### src/rtl/boot_pkg.sv
// Shared definitions for the boot sequencer: state encoding, fetch-select
// values and default operand widths.
package boot_pkg;

    localparam int unsigned DEF_ADDR_W = 10;
    localparam int unsigned DEF_LEN_W  = 10;

    localparam logic FETCH_BIOS = 1'b0;
    localparam logic FETCH_MEM  = 1'b1;

    typedef logic [2:0] state_t;

    localparam state_t ST_IDLE    = 3'd0;
    localparam state_t ST_READ    = 3'd1;
    localparam state_t ST_WAIT    = 3'd2;
    localparam state_t ST_WRITE   = 3'd3;
    localparam state_t ST_HANDOFF = 3'd4;
    localparam state_t ST_RUN     = 3'd5;
    localparam state_t ST_ERROR   = 3'd6;

endpackage

### src/rtl/boot_loader_ctrl.sv
// Boot sequencer: copies a block of words from storage into instruction
// memory, then pulses the PC reset and switches fetch to instruction memory.
// Optional feature macro: BOOT_CHECKSUM_EN (running 32-bit sum of copied
// words checked against sumExpected before handoff; mismatch parks in ERROR).
module boot_loader_ctrl
    import boot_pkg::*;
#(
    parameter int unsigned ADDR_W = DEF_ADDR_W,
    parameter int unsigned LEN_W  = DEF_LEN_W
) (
    input  logic              clock,
    input  logic              reset,
    input  logic              start,
    input  logic [ADDR_W-1:0] srcBase,
    input  logic [ADDR_W-1:0] dstBase,
    input  logic [LEN_W-1:0]  length,
    output logic              rdEn,
    output logic [ADDR_W-1:0] rdAddr,
    input  logic [31:0]       rdData,
    input  logic              rdValid,
    output logic              wrEn,
    output logic [ADDR_W-1:0] wrAddr,
    output logic [31:0]       wrData,
    output logic              busy,
    output logic              fetchSel,
    output logic              resetPC,
`ifdef BOOT_CHECKSUM_EN
    input  logic [31:0]       sumExpected,
`endif
    output logic              err
);

    state_t            state, state_n;
    logic [ADDR_W-1:0] src, src_n, dst, dst_n;
    logic [LEN_W-1:0]  rem, rem_n;
    logic [31:0]       data, data_n;
    logic              pulse_q;
`ifdef BOOT_CHECKSUM_EN
    logic [31:0]       sum, sum_n, sum_exp, sum_exp_n;
    logic              err_q;
`endif

    // Next-state and operand datapath
    always_comb begin
        state_n = state;
        src_n   = src;
        dst_n   = dst;
        rem_n   = rem;
        data_n  = data;
`ifdef BOOT_CHECKSUM_EN
        sum_n     = sum;
        sum_exp_n = sum_exp;
`endif
        case (state)
            ST_IDLE: begin
                if (start) begin
                    if (length == '0) begin
`ifdef BOOT_CHECKSUM_EN
                        state_n = (sumExpected == '0) ? ST_HANDOFF : ST_ERROR;
`else
                        state_n = ST_HANDOFF;
`endif
                    end else begin
                        src_n   = srcBase;
                        dst_n   = dstBase;
                        rem_n   = length;
                        state_n = ST_READ;
`ifdef BOOT_CHECKSUM_EN
                        sum_n     = '0;
                        sum_exp_n = sumExpected;
`endif
                    end
                end
            end
            ST_READ: state_n = ST_WAIT;
            ST_WAIT: begin
                if (rdValid) begin
                    data_n  = rdData;
                    state_n = ST_WRITE;
                end
            end
            ST_WRITE: begin
                src_n = src + 1'b1;
                dst_n = dst + 1'b1;
                rem_n = rem - 1'b1;
`ifdef BOOT_CHECKSUM_EN
                sum_n = sum + data;
                if (rem == LEN_W'(1))
                    state_n = (sum_n == sum_exp) ? ST_HANDOFF : ST_ERROR;
                else
                    state_n = ST_READ;
`else
                state_n = (rem == LEN_W'(1)) ? ST_HANDOFF : ST_READ;
`endif
            end
            ST_HANDOFF: state_n = ST_RUN;
            default:    state_n = state;
        endcase
    end

    // State, operands and registered outputs derived from the next state
    always_ff @(posedge clock) begin
        if (reset) begin
            state    <= ST_IDLE;
            src      <= '0;
            dst      <= '0;
            rem      <= '0;
            data     <= '0;
            rdEn     <= 1'b0;
            rdAddr   <= '0;
            wrEn     <= 1'b0;
            wrAddr   <= '0;
            wrData   <= '0;
            busy     <= 1'b0;
            fetchSel <= FETCH_BIOS;
            pulse_q  <= 1'b0;
`ifdef BOOT_CHECKSUM_EN
            sum      <= '0;
            sum_exp  <= '0;
            err_q    <= 1'b0;
`endif
        end else begin
            state    <= state_n;
            src      <= src_n;
            dst      <= dst_n;
            rem      <= rem_n;
            data     <= data_n;
            rdEn     <= (state_n == ST_READ);
            rdAddr   <= src_n;
            wrEn     <= (state_n == ST_WRITE);
            wrAddr   <= dst_n;
            wrData   <= data_n;
            busy     <= (state_n inside {ST_READ, ST_WAIT, ST_WRITE, ST_HANDOFF});
            pulse_q  <= (state_n == ST_HANDOFF);
            if (state_n == ST_HANDOFF)
                fetchSel <= FETCH_MEM;
`ifdef BOOT_CHECKSUM_EN
            sum      <= sum_n;
            sum_exp  <= sum_exp_n;
            err_q    <= (state_n == ST_ERROR);
`endif
        end
    end

    // PC reset is the registered handoff pulse, also forced while reset is held
    assign resetPC = pulse_q | reset;

`ifdef BOOT_CHECKSUM_EN
    assign err = err_q;
`else
    assign err = 1'b0;
`endif

endmodule

### config.mk
export PLATFORM = sky130hd
export DESIGN_NAME = boot_loader_ctrl
export DESIGN_NICKNAME = d
export VERILOG_FILES = /design/src/rtl/boot_pkg.sv /design/src/rtl/boot_loader_ctrl.sv
export SDC_FILE = /design/constraint.sdc
export NUM_CORES = 1
export LEC_CHECK = 0
export BUFFER_PORTS_ARGS = -buffer_cell sky130_fd_sc_hd__buf_2
export CAP_MARGIN = 20
export CORE_MARGIN = 1.5
export CORE_UTILIZATION = 49
export CTS_CLUSTER_SIZE = 30
export DETAILED_ROUTE_END_ITERATION = 10
export PLACE_DENSITY = 0.79
export SYNTH_ARGS = -nofsm -noshare
export SYNTH_HDL_FRONTEND = slang
export SYNTH_SLANG_ARGS = --single-unit
### constraint.sdc
create_clock -name clock -period 2.2 [get_ports clock]
set_input_delay 0.11 -clock clock [delete_from_list [all_inputs] [get_ports clock]]
set_output_delay 0.11 -clock clock [all_outputs]
set_load 0.05 [all_outputs]
==> flow_summary_export.csv <==
group,metric,value,unit
synthesis,synth_sequential_area_ratio,0.416,
timing,achievable-frequency,0.546,GHz
critical_path,cp-start-kind,"register",
synthesis,top_cells_by_area_in_the_synthesized_netlist,"dfxtp_1, nand2_1, a21oi_1, nand3_1, buf_6",
power,report.power.total,3.75,mW
synthesis,dominant_cell_by_count_in_the_synthesized_netlist,"nand2_1",
critical_path,critPathCaptureType,"register",
die,floorplan.initialDensity,0.502,
critical_path,top_fanout_value_on_the_critical_path,9,
critical_path,rrSetupSlack,0.37,ns
finish,final_cell_area,4560,um^2
hold_path,worst_hold_path_type,"in -> reg",
finish,nets,614,
detailed_routing,number_of_nets_still_failing_antenna_checks_after_routing,0,
timing,report.final.setup_viol,0,
critical_path,timing.critical_path.arrival,2.10,ns
power,peakVddDrop,0.000430,V
clock_tree,cts_root_buffer,"clkbuf_8",
die,rows,30,
timing,slew_headroom,0.611,
timing,worst_slew_pin_slew,0.583,ns
synthesis,postSynth.topFlopCell,"dfxtp_1",
synthesis,synth-warning-count,0,
synthesis,top_cells_by_count_synth,"nand2_1, dfxtp_1, a21oi_1",
synthesis,synthArstFlopShare,0,
timing,finalHoldViolCount,0,
synthesis,synthesis.instances,396,
placed_design,placed_area,4030,um^2
grt,grt_antenna_before_repair,0,
run,drv.max_cap_violation_count,0,
detailed_routing,drt_pass1_iterations,5,
grt,pin_count_of_the_biggest_net_entering_global_routing,33,
die,placeableCoreArea,6720,um^2
placed_design,finalWeightedCongestion,0.864,
timing,fin_skew,0.00731,ns
timing,hold-worst-slack,0.0152,ns
grt,global_route.overflow_total,0,
placed_design,place.port_buffers,122,
timing,grt_setup_unrepaired,"no",
die,die_width,86.0,um
die,io_pins,124,
clock_tree,clock_tree.buffer_depth,2,
placed_design,detailed_place_hpwl,6140,um
power,leakagePower,1.96,nW
detailed_routing,drc,0,
timing,post-route-period-util,0.833,
detailed_routing,vias,3558,
clock_tree,cts_num_sinks,70,
critical_path,crit_start,"state[1]",
timing,setup_total_negative_slack,0,ns
grt,grt_pass1_vias,3157,
finish,final_core_utilization,0.679,
finish,layout_overhead_on_the_synthesized_area,35.4,%
hold_path,min_from,"rdData[18]",
clock_tree,cts_htree_levels,3,
grt,grt.total_usage,0.251,
critical_path,worst-endpoint-required,2.47,ns
detailed_routing,first_drt_iteration_drcs,201,
synthesis,synth_top_area_share,0.416,
critical_path,critPathKind,"reg -> reg",
detailed_routing,routed_via_density,5.66,
clock_tree,cts.repair_timing.setup_buffer_count,0,
critical_path,crit_path_max_incr_delay,0.55,ns
detailed_routing,routed_wl,9400,um
grt,global_route_wire_length_before_repair,14700,um
detailed_routing,route.detailed.wl_per_inst,14.9,um
critical_path,worst_r2r_startpoint,"state[1]",
finish,drive_gt1_frac,0.321,
clock_tree,clock_insertion_delay_worst_skew,0.35,ns
synthesis,yosysTopAreaCell,"dfxtp_1",
synthesis,synth_enable_flop_cells,0,
die,die_area,7390,um^2
finish,diodes,0,
synthesis,netlist_area,3370,um^2
synthesis,ys_ff_latch,70,
synthesis,synth.avg_cell_area,8.52,um^2
timing,finalMaxSlewViolations,0,
clock_tree,numCtsBuffers,9,
outcome,outcome,"finished, final reports clean",
synthesis,post_synthesis_net_count,466,
die,die_y,86.0,um
timing,final_period_minus_worst_setup_slack,1.83,ns
critical_path,worstPathCellList,"nand3b_4 > or4b_1 > or2_2 > a31oi_1",
synthesis,post_synth_num_cell_types,67,
critical_path,critical-path-top-delay-family,"simple AND/OR/NAND/NOR gates",
clock_tree,cts_tree,"built",
critical_path,worst_path_max_delay_cell,"dfxtp_1",
power,p_per_area,822,nW/um^2
clock_tree,clk_transition_reported_paths,0.08,ns
finish,final.fill_count,558,
critical_path,timing.critical_path.buf_inv,0,
final cells by class:
| type | count | area, um^2 | area share |
|---|---|---|---|
| Multi-Input combinational cell | 291 | 1780 | 0.390 |
| Sequential cell | 70 | 1400 | 0.307 |
| Timing Repair Buffer | 166 | 1010 | 0.222 |
| Clock buffer | 9 | 124 | 0.0271 |
| Clock inverter | 7 | 123 | 0.0269 |
| Tap cell | 80 | 100 | 0.0219 |
| Inverter | 6 | 22.5 | 0.00493 |
worst reg2reg max path, cell delays in order, from the launching register on:
cell and delay [ns]:
dfxtp_1 0.55, nand3b_4 0.19, or4b_1 0.55, or2_2 0.28, a31oi_1 0.18
power by group:
part           switching (mW)  total (mW)  internal, mW
clock network           0.519        1.27         0.756
logic                   0.638       0.990         0.352
registers               0.115        1.49          1.37
total                    1.27        3.75          2.48
layer usage:
metal	up-vias	track usage	share of wire
li1	1725	-	-
met1	1668	0.305	0.41
met2	140	0.427	0.51
met3	25	0.0558	0.057
met4	0	0.106	0.023
met5	-	0	0
flip-flops by register name, indices dropped and copies added, names as in the netlist, 3 cells and up:
| signal | flops |
|---|---|
| state | 3 |
| data | 32 |
| rem | 10 |
| dst | 10 |
| src | 10 |
per-stage QoR:
stage / worst slack (ns) / std cells
2_1_floorplan: 0.214 / 396
3_3_place_gp: 0.312 / 584
3_5_place_dp: 0.280 / 584
4_1_cts: 0.384 / 629
5_1_grt: 0.296 / 629
6_report: 0.368 / 629
logic make-up (layout without fill, tap and decap cells):
group | Yosys count | in the layout | share of synthesized area
AND/OR/NAND/NOR | 170 | 170 | 0.256
AO/OA/AOI/OAI | 108 | 108 | 0.230
flip-flops | 70 | 70 | 0.416
buffers and inverters | 35 | 188 | 0.0608
XOR/XNOR | 8 | 8 | 0.0208
adder cells (fa/ha/maj) | 4 | 4 | 0.0148
other | 1 | 1 | 0.00111
cells in the final DEF (no fill, tap or decap), types with 3 or more instances in the layout:
cell type | synthesis | final
buf_2 | 3 | 122
nand2_1 | 76 | 76
dfxtp_1 | 70 | 70
a21oi_1 | 52 | 52
dlygate4sd3_1 | 0 | 29
nand3_1 | 21 | 21
nor2_1 | 16 | 16
buf_4 | 2 | 15
nor3_1 | 13 | 13
clkbuf_8 | 0 | 9
nor4_1 | 7 | 7
a22oi_1 | 7 | 7
a211oi_1 | 7 | 7
a31oi_1 | 7 | 7
inv_1 | 6 | 6
xnor2_1 | 6 | 6
a211oi_2 | 4 | 4
nand2b_1 | 4 | 4
or3_1 | 4 | 4
ha_1 | 4 | 4
or2_2 | 3 | 3
nor2b_1 | 3 | 3
nand4_1 | 3 | 3
a32oi_1 | 3 | 3
o22ai_1 | 3 | 3
bufinv_16 | 0 | 3
final timing paths:
path	endpoint	cells after the start
setup / recovery	src[7]	4
hold / removal	data[18]	3
setup reg to reg	src[7]	4
hold reg to reg	data[31]	2
timing repair:
| action | in CTS | in global routing |
|---|---|---|
| hold buffers | 29 | 0 |
| endpoints found under the hold margin | 29 | 0 |
| resized for setup | 0 | 0 |
Power figures use the tool's default switching activity.
